--- src/rtl/lsu_mem_ctrl.sv ---
// lsu_mem_ctrl: load/store initiator between the MEM stage and a word-only data memory.
// Latency: load/word store 2 cycles, sub-word store 3 cycles (read-modify-write), error 1 cycle.
// Backpressure: req_ready is high only in IDLE; the MEM stage stalls while an access is in flight.
//
// Ports:
//   clk, rst                      clock, synchronous active-high reset
//   req_valid/req_ready           request handshake (we, size, signed, addr, wdata)
//   resp_valid/resp_rdata/resp_err one-cycle completion pulse with extended load data / error flag
//   mem_addr/mem_we/mem_wd/mem_rd word-aligned memory port, mem_rd combinational from mem_addr
module lsu_mem_ctrl #(
   parameter int DATA_MEM_SIZE = 64
) (
   input  logic        clk,
   input  logic        rst,
   input  logic        req_valid,
   output logic        req_ready,
   input  logic        req_we,
   input  logic [1:0]  req_size,
   input  logic        req_signed,
   input  logic [31:0] req_addr,
   input  logic [31:0] req_wdata,
   output logic        resp_valid,
   output logic [31:0] resp_rdata,
   output logic        resp_err,
   output logic [31:0] mem_addr,
   output logic        mem_we,
   output logic [31:0] mem_wd,
   input  logic [31:0] mem_rd
);

   typedef enum logic [1:0] {S_IDLE, S_ACCESS, S_MERGE, S_DONE} state_t;

   state_t      r_state;
   logic        r_we;
   logic [1:0]  r_size;
   logic        r_signed;
   logic [31:0] r_addr;
   logic [31:0] r_wdata;
   logic [31:0] r_old;
   logic        r_req_ready;
   logic        r_resp_valid;
   logic [31:0] r_resp_rdata;
   logic        r_resp_err;

   logic        w_err;
   logic [7:0]  w_byte;
   logic [15:0] w_half;
   logic [31:0] w_load;
   logic [31:0] w_merge;
   logic        w_write;
   logic        w_mem_busy;

   // Request checks, evaluated on the live request at acceptance.
   assign w_err = (req_size == 2'b11)
                | ((req_size == 2'b01) & req_addr[0])
                | ((req_size == 2'b10) & (|req_addr[1:0]))
                | ({2'b00, req_addr[31:2]} >= 32'(DATA_MEM_SIZE));

   // Lane extraction for loads and lane replacement for sub-word stores (little-endian).
   always_comb begin
      w_byte = mem_rd[7:0];
      case (r_addr[1:0])
         2'd1:    w_byte = mem_rd[15:8];
         2'd2:    w_byte = mem_rd[23:16];
         2'd3:    w_byte = mem_rd[31:24];
         default: w_byte = mem_rd[7:0];
      endcase
      w_half = r_addr[1] ? mem_rd[31:16] : mem_rd[15:0];

      case (r_size)
         2'b00:   w_load = {{24{r_signed & w_byte[7]}}, w_byte};
         2'b01:   w_load = {{16{r_signed & w_half[15]}}, w_half};
         default: w_load = mem_rd;
      endcase

      w_merge = r_old;
      if (r_size == 2'b00) begin
         case (r_addr[1:0])
            2'd1:    w_merge[15:8]  = r_wdata[7:0];
            2'd2:    w_merge[23:16] = r_wdata[7:0];
            2'd3:    w_merge[31:24] = r_wdata[7:0];
            default: w_merge[7:0]   = r_wdata[7:0];
         endcase
      end else if (r_addr[1]) begin
         w_merge[31:16] = r_wdata[15:0];
      end else begin
         w_merge[15:0] = r_wdata[15:0];
      end
   end

   // Gating with ~rst guarantees no write lands on a reset edge, whatever state we were in.
   assign w_write    = ~rst & (((r_state == S_ACCESS) & r_we & (r_size == 2'b10))
                               | (r_state == S_MERGE));
   assign w_mem_busy = ~rst & ((r_state == S_ACCESS) | (r_state == S_MERGE));

   assign mem_we   = w_write;
   assign mem_wd   = w_write ? ((r_state == S_MERGE) ? w_merge : r_wdata) : 32'h0;
   assign mem_addr = w_mem_busy ? {r_addr[31:2], 2'b00} : 32'h0;

   assign req_ready  = r_req_ready;
   assign resp_valid = r_resp_valid;
   assign resp_rdata = r_resp_rdata;
   assign resp_err   = r_resp_err;

   always_ff @(posedge clk) begin
      if (rst) begin
         r_state      <= S_IDLE;
         r_req_ready  <= 1'b1;
         r_resp_valid <= 1'b0;
         r_resp_rdata <= 32'h0;
         r_resp_err   <= 1'b0;
         r_we         <= 1'b0;
         r_size       <= 2'b00;
         r_signed     <= 1'b0;
         r_addr       <= 32'h0;
         r_wdata      <= 32'h0;
         r_old        <= 32'h0;
      end else begin
         case (r_state)
            S_IDLE: begin
               if (req_valid) begin
                  r_we        <= req_we;
                  r_size      <= req_size;
                  r_signed    <= req_signed;
                  r_addr      <= req_addr;
                  r_wdata     <= req_wdata;
                  r_req_ready <= 1'b0;
                  if (w_err) begin
                     // Errors never touch memory; respond straight away.
                     r_state      <= S_DONE;
                     r_resp_valid <= 1'b1;
                     r_resp_rdata <= 32'h0;
                     r_resp_err   <= 1'b1;
                  end else begin
                     r_state <= S_ACCESS;
                  end
               end
            end
            S_ACCESS: begin
               if (!r_we) begin
                  r_state      <= S_DONE;
                  r_resp_valid <= 1'b1;
                  r_resp_rdata <= w_load;
                  r_resp_err   <= 1'b0;
               end else if (r_size == 2'b10) begin
                  r_state      <= S_DONE;
                  r_resp_valid <= 1'b1;
                  r_resp_rdata <= 32'h0;
                  r_resp_err   <= 1'b0;
               end else begin
                  // Sub-word store: this cycle is the read half of read-modify-write.
                  r_old   <= mem_rd;
                  r_state <= S_MERGE;
               end
            end
            S_MERGE: begin
               r_state      <= S_DONE;
               r_resp_valid <= 1'b1;
               r_resp_rdata <= 32'h0;
               r_resp_err   <= 1'b0;
            end
            S_DONE: begin
               r_state      <= S_IDLE;
               r_resp_valid <= 1'b0;
               r_req_ready  <= 1'b1;
            end
            default: begin
               r_state      <= S_IDLE;
               r_resp_valid <= 1'b0;
               r_req_ready  <= 1'b1;
            end
         endcase
      end
   end

endmodule

--- config.mk ---
export PLATFORM = sky130hd
export DESIGN_NAME = lsu_mem_ctrl
export DESIGN_NICKNAME = d
export VERILOG_FILES = /design/src/rtl/lsu_mem_ctrl.sv
export SDC_FILE = /design/constraint.sdc
export NUM_CORES = 1
export LEC_CHECK = 0
export CORE_ASPECT_RATIO = 1.2
export CORE_UTILIZATION = 51
export CTS_CLUSTER_DIAMETER = 50
export CTS_CLUSTER_SIZE = 40
export DETAILED_ROUTE_END_ITERATION = 16
export PLACE_DENSITY = 0.84
export SLEW_MARGIN = 20
export SYNTH_ARGS = -nofsm -noshare
export SYNTH_HDL_FRONTEND = slang
export SYNTH_SLANG_ARGS = --single-unit
--- constraint.sdc ---
create_clock -name clk -period 4.68 [get_ports clk]
set_input_delay 0.702 -clock clk [delete_from_list [all_inputs] [get_ports clk]]
set_output_delay 0.702 -clock clk [all_outputs]
set_load 0.1 [all_outputs]
# Word level (Yosys, flattened, before mapping)

Cells that the tools add are included.

Bits in registers: 137
Word-level logic and storage cells: 85

Reductions and logical operators: 11
Multiplexer cells: 33
Magnitude comparators: 1
Equality and inequality tests: 14
Bitwise logic cells: 15

Operator list:

| operator                                                                              | count |
|---|---|
| 32-bit two-way mux                                                                    | 8 |
| 32-bit case mux with 3 select lines                                                   | 1 |
| 32-bit case mux with 2 select lines                                                   | 1 |
| 16-bit two-way mux                                                                    | 3 |
| 8-bit two-way mux                                                                     | 4 |
| 30-bit by 7-bit greater-or-equal comparator with 1-bit output (second input constant) | 1 |
| 8-bit case mux with 3 select lines                                                    | 1 |
| 2-bit == test (second input constant)                                                 | 7 |
| 1-bit two-way mux                                                                     | 9 |
| 1-bit bitwise AND                                                                     | 8 |
| 2-bit by 1-bit == test with 1-bit output (second input constant)                      | 4 |
| 2-bit case mux with 4 select lines                                                    | 1 |
| 3-bit AND reduction                                                                   | 2 |
| 1-bit OR                                                                              | 5 |
| 2-bit zero test                                                                       | 2 |
| 2-bit two-way mux                                                                     | 2 |
| 2-bit != test (second input constant)                                                 | 2 |
| 1-bit case mux with 4 select lines                                                    | 1 |
| 2-bit AND reduction                                                                   | 2 |
| 4-bit AND reduction                                                                   | 1 |
| 3-bit by 2-bit != test with 1-bit output (second input constant)                      | 1 |
| 1-bit case mux with 3 select lines                                                    | 1 |
| 3-bit nonzero test                                                                    | 1 |
| 3-bit OR reduction                                                                    | 1 |
| 4 further kinds                                                                       | 5 |

# Logic depth before layout (Yosys ltp)

Gate-level depths: netlist of the first run.

Word-level depth: 8
Depth in mapped cells: 9

# Worst setup path after synthesis of the first run

OpenSTA, ideal clock, no wires.

Path type: reg-to-output
From: reg r_state[0]
To: out mem_wd[20]
Data required time: 3,978 ps
Stages on the path, launching flop included: 9
Setup slack: 317 ps
Arrival time: 3,661 ps
Cells stage by stage: dfxtp_1 -> inv_1 -> ha_1 -> clkbuf_1 -> a41oi_1 -> or2_1 -> clkbuf_1 -> clkbuf_1 -> a311oi_1

Cells in the longest elaborated chain, start to end: 6

Ends and longest elaborated chain:

| what                                     | RTL line | source |
|---|---|---|
| start, declared                          | 33       | `state_t r_state;` |
| start signal, assigned                   | 107      | `r_state <= S_IDLE;` |
| start signal, assigned                   | 130      | `r_state <= S_DONE;` |
| start signal, assigned                   | 135      | `r_state <= S_ACCESS;` |
| 2-bit by 1-bit == test with 1-bit output | 92       | `assign w_write = ~rst & (((r_state == S_ACCESS) & r_we & (r_size == 2'b10))` |
| 1-bit bitwise AND (2 in a row)           | 92       |  |
| 1-bit OR                                 | 93       | `\| (r_state == S_MERGE));` |
| 1-bit bitwise AND                        | 92       |  |
| 32-bit two-way mux (*)                   | 97       | `assign mem_wd = w_write ? ((r_state == S_MERGE) ? w_merge : r_wdata) : 32'h0;` |
| end, declared                            | 27       | `output logic [31:0] mem_wd,` |

Every way passes the cells marked *; elsewhere a longest branch is shown, timed or not.

# Worst setup path in the final report of the first run

From: reg r_size[0]
To: out mem_wd[6]

Cells in the longest elaborated chain, start to end: 5

Ends and longest elaborated chain:

| what                   | RTL line | source |
|---|---|---|
| start, declared        | 35       | `logic [1:0] r_size;` |
| start signal, assigned | 123      | `r_size <= req_size;` |
| 2-bit == test          | 92       |  |
| 1-bit bitwise AND      | 92       |  |
| 1-bit OR               | 93       |  |
| 1-bit bitwise AND      | 92       |  |
| 32-bit two-way mux (*) | 97       |  |

Marked as above.

==> flow_metrics.env, run 1 <==
export IMPL_outcome="complete, no violations"
export IMPL_rsz0062_at_grt="no"
export IMPL_via_per_inst=5.765
export IMPL_start_util=0.5248
export IMPL_die_area_mm2=0.01356
export IMPL_ys_warn_count=0
export IMPL_slew_headroom=0.3004
export IMPL_grt_max_degree=70
export IMPL_place_congestion=0.9466
export IMPL_grt_most_used_layer="met2"
export IMPL_cts_root_buffer="clkbuf_16"
export IMPL_num_vias=6785
export IMPL_cts_buffer_depth=2
export IMPL_io_pins=203
export IMPL_met3_usage=0.06633
export IMPL_hold_viol=0
export IMPL_grt_met1_usage=0.3675
export IMPL_fin_skew_ns=0.01048
export IMPL_synth_top_area_frac=0.4107
export IMPL_antenna_left=0
export IMPL_synth_largest_area_cell="dfxtp_1"
export IMPL_die_w_um=106.5
export IMPL_min_path_type="reg -> reg"
export IMPL_dpl_cell_count=1146
export IMPL_final_common_cell="nand2_1"
export IMPL_port_buffers=200
export IMPL_hold_end="r_addr[9]"
export IMPL_grt_use_total=0.3037
export IMPL_layout_min_cycle_time_ns=3.694
export IMPL_num_fill_cells=1037
export IMPL_crit_arrival_ns=2.99
export IMPL_area_growth_pct=35.34
export IMPL_wl_um=20490
export IMPL_crit_type="reg -> out"
export IMPL_critPathCaptureType="primary output"
export IMPL_setup_tns_ns=0
export IMPL_power_per_cell_area_mw_per_mm2=507.1
export IMPL_synthDistinctLibCells=53
export IMPL_coreArea_mm2=0.01272
export IMPL_grt_pass1_wl_um=32160
export IMPL_final_util=0.7102
export IMPL_grtUsageMet2=0.5031
export IMPL_reg2reg_depth=5
export IMPL_max_cap_violations=0
export IMPL_hold_slack_ns=0.4484
export IMPL_cts_tree="done"
export IMPL_overflow=0
export IMPL_fin_cells=1177
export IMPL_setup_ws_ns=0.9859
export IMPL_dpl_hpwl_um=14510
export IMPL_cts_resized=0
export IMPL_syn_inst=847
export IMPL_cts_sinks=137
export IMPL_antenna_found_initial=0
export IMPL_ys_seq_area_frac=0.4107
export IMPL_postCtsSetupBuffers=0
export IMPL_avgRoutedWirePerCell_um=17.41
export IMPL_netlist_area_mm2=0.006678
export IMPL_first_global_vias=6337
export IMPL_timing_rr_start="r_addr[1]"
export IMPL_synth_edf_count=0
export IMPL_fin_nets=1108
export IMPL_fin_crit_sh=0.7893
export IMPL_min_path_cells=2
export IMPL_ys_dominant_reg_cell="dfxtp_1"
export IMPL_drt_iter0_drc=749
export IMPL_mostFrequentLayoutCells="nand2_1, a21oi_1, dfxtp_1"
export IMPL_synth_top_cells_by_area="dfxtp_1, nand2_1, a21oi_1, o2bb2ai_2, and2_1"
export IMPL_cp_start_kind="flip-flop"
export IMPL_setup_violations=0
export IMPL_drive_above_1_share=0.1451
export IMPL_fmax_ghz=0.2707
export IMPL_placement_rows=45
export IMPL_firstDrtPassIters=6
export IMPL_p_leak_nw=3.281
export IMPL_ys_async_sr_fraction=0
export IMPL_critPathRequiredTime_ns=3.98
export IMPL_cts_buffers=17
export IMPL_drv_slew=0
export IMPL_fp_dieH_um=127.3
export IMPL_cts_max_level=4
export IMPL_avgSynthCellArea_um2=7.884
export IMPL_insertion_delay_ns=0.41
export IMPL_path_clk_slew_ns=0.06
export IMPL_reg2reg_to="resp_rdata[31]"
export IMPL_diodes=0
export IMPL_cts_hold_buf=0
export IMPL_worstPathMaxFanout=19
export IMPL_ys_ff_latch=137
export IMPL_place_ws_ns=1.517
export IMPL_min_from="r_addr[9]"
export IMPL_tightest_slew_ns=1.046
export IMPL_drc_errors=0
export IMPL_r2r_slack_ns=2.04
export IMPL_ir_drop_v=0.0004385
[metrics by stage]
step	area (um2)	total power, W
after floorplan	6681	0.002834
after global placement	8438	0.003215
after detailed placement	8438	0.003233
after CTS	9036	0.004582
after global routing	9037	0.004784
final	9037	0.004583
[per-layer routing]
metal,part of all wire,wire [um]
met1,0.40,8165
met3,0.076,1560
met5,0,0
met2,0.48,9895
met4,0.042,869
[state kept, by name, indices dropped and copies added (netlist names)]
signal / cells
resp_err: 1
r_state: 2
r_signed: 1
r_addr: 32
r_old: 32
req_ready: 1
resp_valid: 1
r_size: 2
r_wdata: 32
resp_rdata: 32
r_we: 1
[where the power goes]
part | total, W | internal [W] | switching [W]
Sequential | 0.00145 | 0.00132 | 0.000131
Combinational | 0.00178 | 0.000500 | 0.00128
Clock | 0.00135 | 0.000877 | 0.000475
[cell type report]
class	instances	area (um2)	share of cell area
Inverter	15	56.30	0.006230
Clock inverter	7	116.4	0.01288
Sequential cell	137	2743	0.3035
Clock buffer	24	481.7	0.05330
Tap cell	164	205.2	0.02271
Timing Repair Buffer	209	1909	0.2113
Multi-Input combinational cell	621	3526	0.3901
[cell families after synthesis]
| group | count (synthesis) | synth area share |
|---|---|---|
| buffers and inverters | 90 | 0.06427 |
| other | 1 | 0.0005616 |
| adders and majority gates | 4 | 0.007495 |
| muxes | 17 | 0.02923 |
| and+or+nand+nor | 341 | 0.2245 |
| DFF | 137 | 0.4107 |
| AOI/OAI and AO/OA | 257 | 0.2633 |
[critical path, stage by stage, from the launching register on]
cell and delay [ns]:
dfxtp_1 0.75, or3b_1 0.62, nand2b_1 0.33, nand2_1 0.29, nand2_1 0.09, a21oi_1 0.17, buf_4 0.32
[cell usage after synthesis, types with 6 or more instances]
library cell	count
a21oi_1	147
a221oi_1	8
a2bb2oi_1	7
a311oi_1	8
and2_1	31
buf_1	6
buf_2	13
clkbuf_1	47
dfxtp_1	137
inv_1	12
mux2i_1	15
nand2_1	231
nand3_1	16
nor2_1	32
o21ai_0	14
o21ai_1	6
o22ai_1	23
o2bb2ai_2	30
[worst max-delay path by stage]
stage | depth (start not counted) | startpoint | endpoint | slack, ns
global placement | 6 | rst | mem_wd[15] | 1.61
detailed placement | 6 | r_size[0] | mem_wd[6] | 1.52
floorplan | 8 | r_state[0] | mem_wd[20] | 0.32
CTS | 6 | r_size[0] | mem_wd[6] | 1.06
finish | 6 | r_size[0] | mem_wd[6] | 0.99
global route | 6 | r_size[0] | mem_wd[1] | 0.81
No activity file was read; power rests on OpenSTA's default activity.
==> inputs of run 2 (changes only) <==
--- a/config.mk
+++ b/config.mk
@@ -6,11 +6,11 @@
 export NUM_CORES = 1
 export LEC_CHECK = 0
 export CORE_ASPECT_RATIO = 1.2
-export CORE_UTILIZATION = 51
+export CORE_UTILIZATION = 43
 export CTS_CLUSTER_DIAMETER = 50
 export CTS_CLUSTER_SIZE = 40
 export DETAILED_ROUTE_END_ITERATION = 16
-export PLACE_DENSITY = 0.84
+export PLACE_DENSITY = 0.75
 export SLEW_MARGIN = 20
 export SYNTH_ARGS = -nofsm -noshare
 export SYNTH_HDL_FRONTEND = slang
==> constraint.sdc (replaced) <==
create_clock -name clk -period 3.3 [get_ports clk]
set_input_delay 0.495 -clock clk [delete_from_list [all_inputs] [get_ports clk]]
set_output_delay 0.495 -clock clk [all_outputs]
set_load 0.1 [all_outputs]
==> run 2 against run 1 <==
  * Clock power up 38%
  * Clock skew down 0.0065 ns
  * Utilization down 4.9 points
  * Wire length up 3.9%
  * Cell count up 4.3%
  * Combinational power up 58%
  * Setup slack worse by 0.78 ns
  * Total power up 46%
  * Sequential power up 41%
  * Register-to-register slack worse by 1.0 ns
  * Flip-flop and latch count unchanged
  * Critical endpoint is now mem_wd[21]
==> flow_metrics.env, run 2 (synthesized netlist as in run 1, its figures left out) <==
export IMPL_outcome="complete, no violations"
export IMPL_fp_dieH_um=138.5
export IMPL_slew_headroom=0.3373
export IMPL_firstDrtPassIters=5
export IMPL_path_buf_inv=1
export IMPL_coreArea_mm2=0.01508
export IMPL_setup_tns_ns=0
export IMPL_via_per_inst=5.452
export IMPL_place_congestion=0.8939
export IMPL_power_per_cell_area_mw_per_mm2=672.5
export IMPL_drt_iter0_drc=517
export IMPL_port_buffers=200
export IMPL_grt_max_degree=70
export IMPL_setup_violations=0
export IMPL_avgRoutedWirePerCell_um=17.34
export IMPL_fin_cells=1228
export IMPL_min_from="rst"
export IMPL_fmax_ghz=0.3227
export IMPL_die_area_mm2=0.01603
export IMPL_dpl_cell_count=1197
export IMPL_r2r_slack_ns=1.03
export IMPL_hold_end="r_old[28]"
export IMPL_diodes=0
export IMPL_p_leak_nw=3.520
export IMPL_path_cells="or3b_1, nand2_1, nand2_1, a311oi_1, buf_12"
export IMPL_overflow=0
export IMPL_fin_nets=1119
export IMPL_crit_start="r_addr[0]"
export IMPL_wl_um=21290
export IMPL_cts_buffer_depth=2
export IMPL_rsz0062_at_grt="no"
export IMPL_start_util=0.4428
export IMPL_cpPeakStageDelay_ns=0.56
export IMPL_final_util=0.6616
export IMPL_fin_skew_ns=0.004030
export IMPL_ir_drop_v=0.0006855
export IMPL_cts_tree="done"
export IMPL_grt_use_total=0.2683
export IMPL_insertion_delay_ns=0.42
export IMPL_min_path_type="in -> reg"
export IMPL_grt_pass1_wl_um=33360
export IMPL_crit_arrival_ns=2.60
export IMPL_critPathRequiredTime_ns=2.80
export IMPL_critical_path_top_delay_family="simple AND/OR/NAND/NOR gates"
export IMPL_area_growth_pct=49.43
export IMPL_io_pins=203
export IMPL_cts_resized=0
export IMPL_layout_min_cycle_time_ns=3.099
export IMPL_place_ws_ns=0.6102
export IMPL_cp_slowest_cell="or3b_1"
export IMPL_post_route_cell_area_mm2=0.009978
export IMPL_cts_sinks=137
export IMPL_cts_root_buffer="clkbuf_16"
export IMPL_num_vias=6695
export IMPL_crit_top_cell="nand2_1"
export IMPL_hold_viol=0
export IMPL_critPathCaptureType="primary output"
export IMPL_drv_slew=0
export IMPL_first_global_vias=6364
export IMPL_drive_above_1_share=0.1729
export IMPL_worstPathMaxFanout=10
export IMPL_fin_crit_sh=0.9391
export IMPL_die_w_um=115.8
export IMPL_final_common_cell="nand2_1"
export IMPL_cts_max_level=4
export IMPL_setup_ws_ns=0.2009
export IMPL_tightest_slew_ns=0.9909
export IMPL_reg2reg_depth=8
export IMPL_postCtsSetupBuffers=0
export IMPL_antenna_left=0
export IMPL_timing_rr_start="r_state[1]"
export IMPL_reg2reg_to="resp_rdata[13]"
export IMPL_dpl_hpwl_um=15530
export IMPL_drc_errors=0
export IMPL_mostFrequentLayoutCells="nand2_1, a21oi_1, dfxtp_1"
export IMPL_cts_buffers=17
export IMPL_place_area_mm2=0.009407
export IMPL_path_clk_slew_ns=0.06
export IMPL_antenna_found_initial=0
export IMPL_max_cap_violations=0
export IMPL_cp_start_kind="flip-flop"
export IMPL_cts_hold_buf=0
export IMPL_min_path_cells=2
export IMPL_placement_rows=49
export IMPL_num_fill_cells=1232
export IMPL_crit_type="reg -> out"
-- run 2: cell types whose count changed in the layout (fill, tap and decap cells not counted) --
cell,delta
a21oi_1,-10
a21oi_2,+10
and3_1,+1
and3_2,-1
buf_12,+65
buf_4,-47
bufinv_16,-1
clkbuf_1,-2
clkdlybuf4s50_1,-7
clkinv_2,+4
clkinv_4,-1
ha_1,-1
ha_2,+1
-- run 2: area by class of cell --
class,count,area (um2),share of cell area
multi-input cells,621,3565,0.3572
repair buffers,220,2788,0.2794
flip-flops and latches,137,2743,0.2749
clock buffers,22,474.2,0.04752
well taps,204,255.2,0.02558
clock inverters,9,97.59,0.009781
inverters,15,56.30,0.005643
-- run 2: layer usage --
layer,vias to the layer above,track usage,routed length (um)
met5,-,0,0
met4,0,0.1282,943
met3,72,0.06006,1470
met2,300,0.4345,10020
met1,3072,0.3336,8856
li1,3251,-,-
-- run 2: worst max-delay path by stage --
stage	end	cells after the start	slack (ns)
final	mem_wd[21]	5	0.20
after global routing	mem_wd[21]	5	0.08
after CTS	mem_wd[21]	5	0.18
after detailed placement	resp_rdata[13]	7	0.61
after global placement	resp_rdata[14]	7	0.65
after floorplan	mem_wd[20]	8	-0.86
-- run 2: where the power goes --
group          internal, W  switching [W]  total (W)  leakage (nW)
registers          0.00187       0.000170    0.00204          1.11
logic             0.000910        0.00190    0.00281          2.12
clock network      0.00116       0.000700    0.00186         0.285
-- run 2: through the flow --
step	total power, W	hold WS, ns
floorplan	0.004041	0.4317
global placement	0.004817	0.4376
detailed placement	0.004844	0.4421
CTS	0.006707	0.4010
global route	0.006986	0.4230
finish	0.006710	0.4206
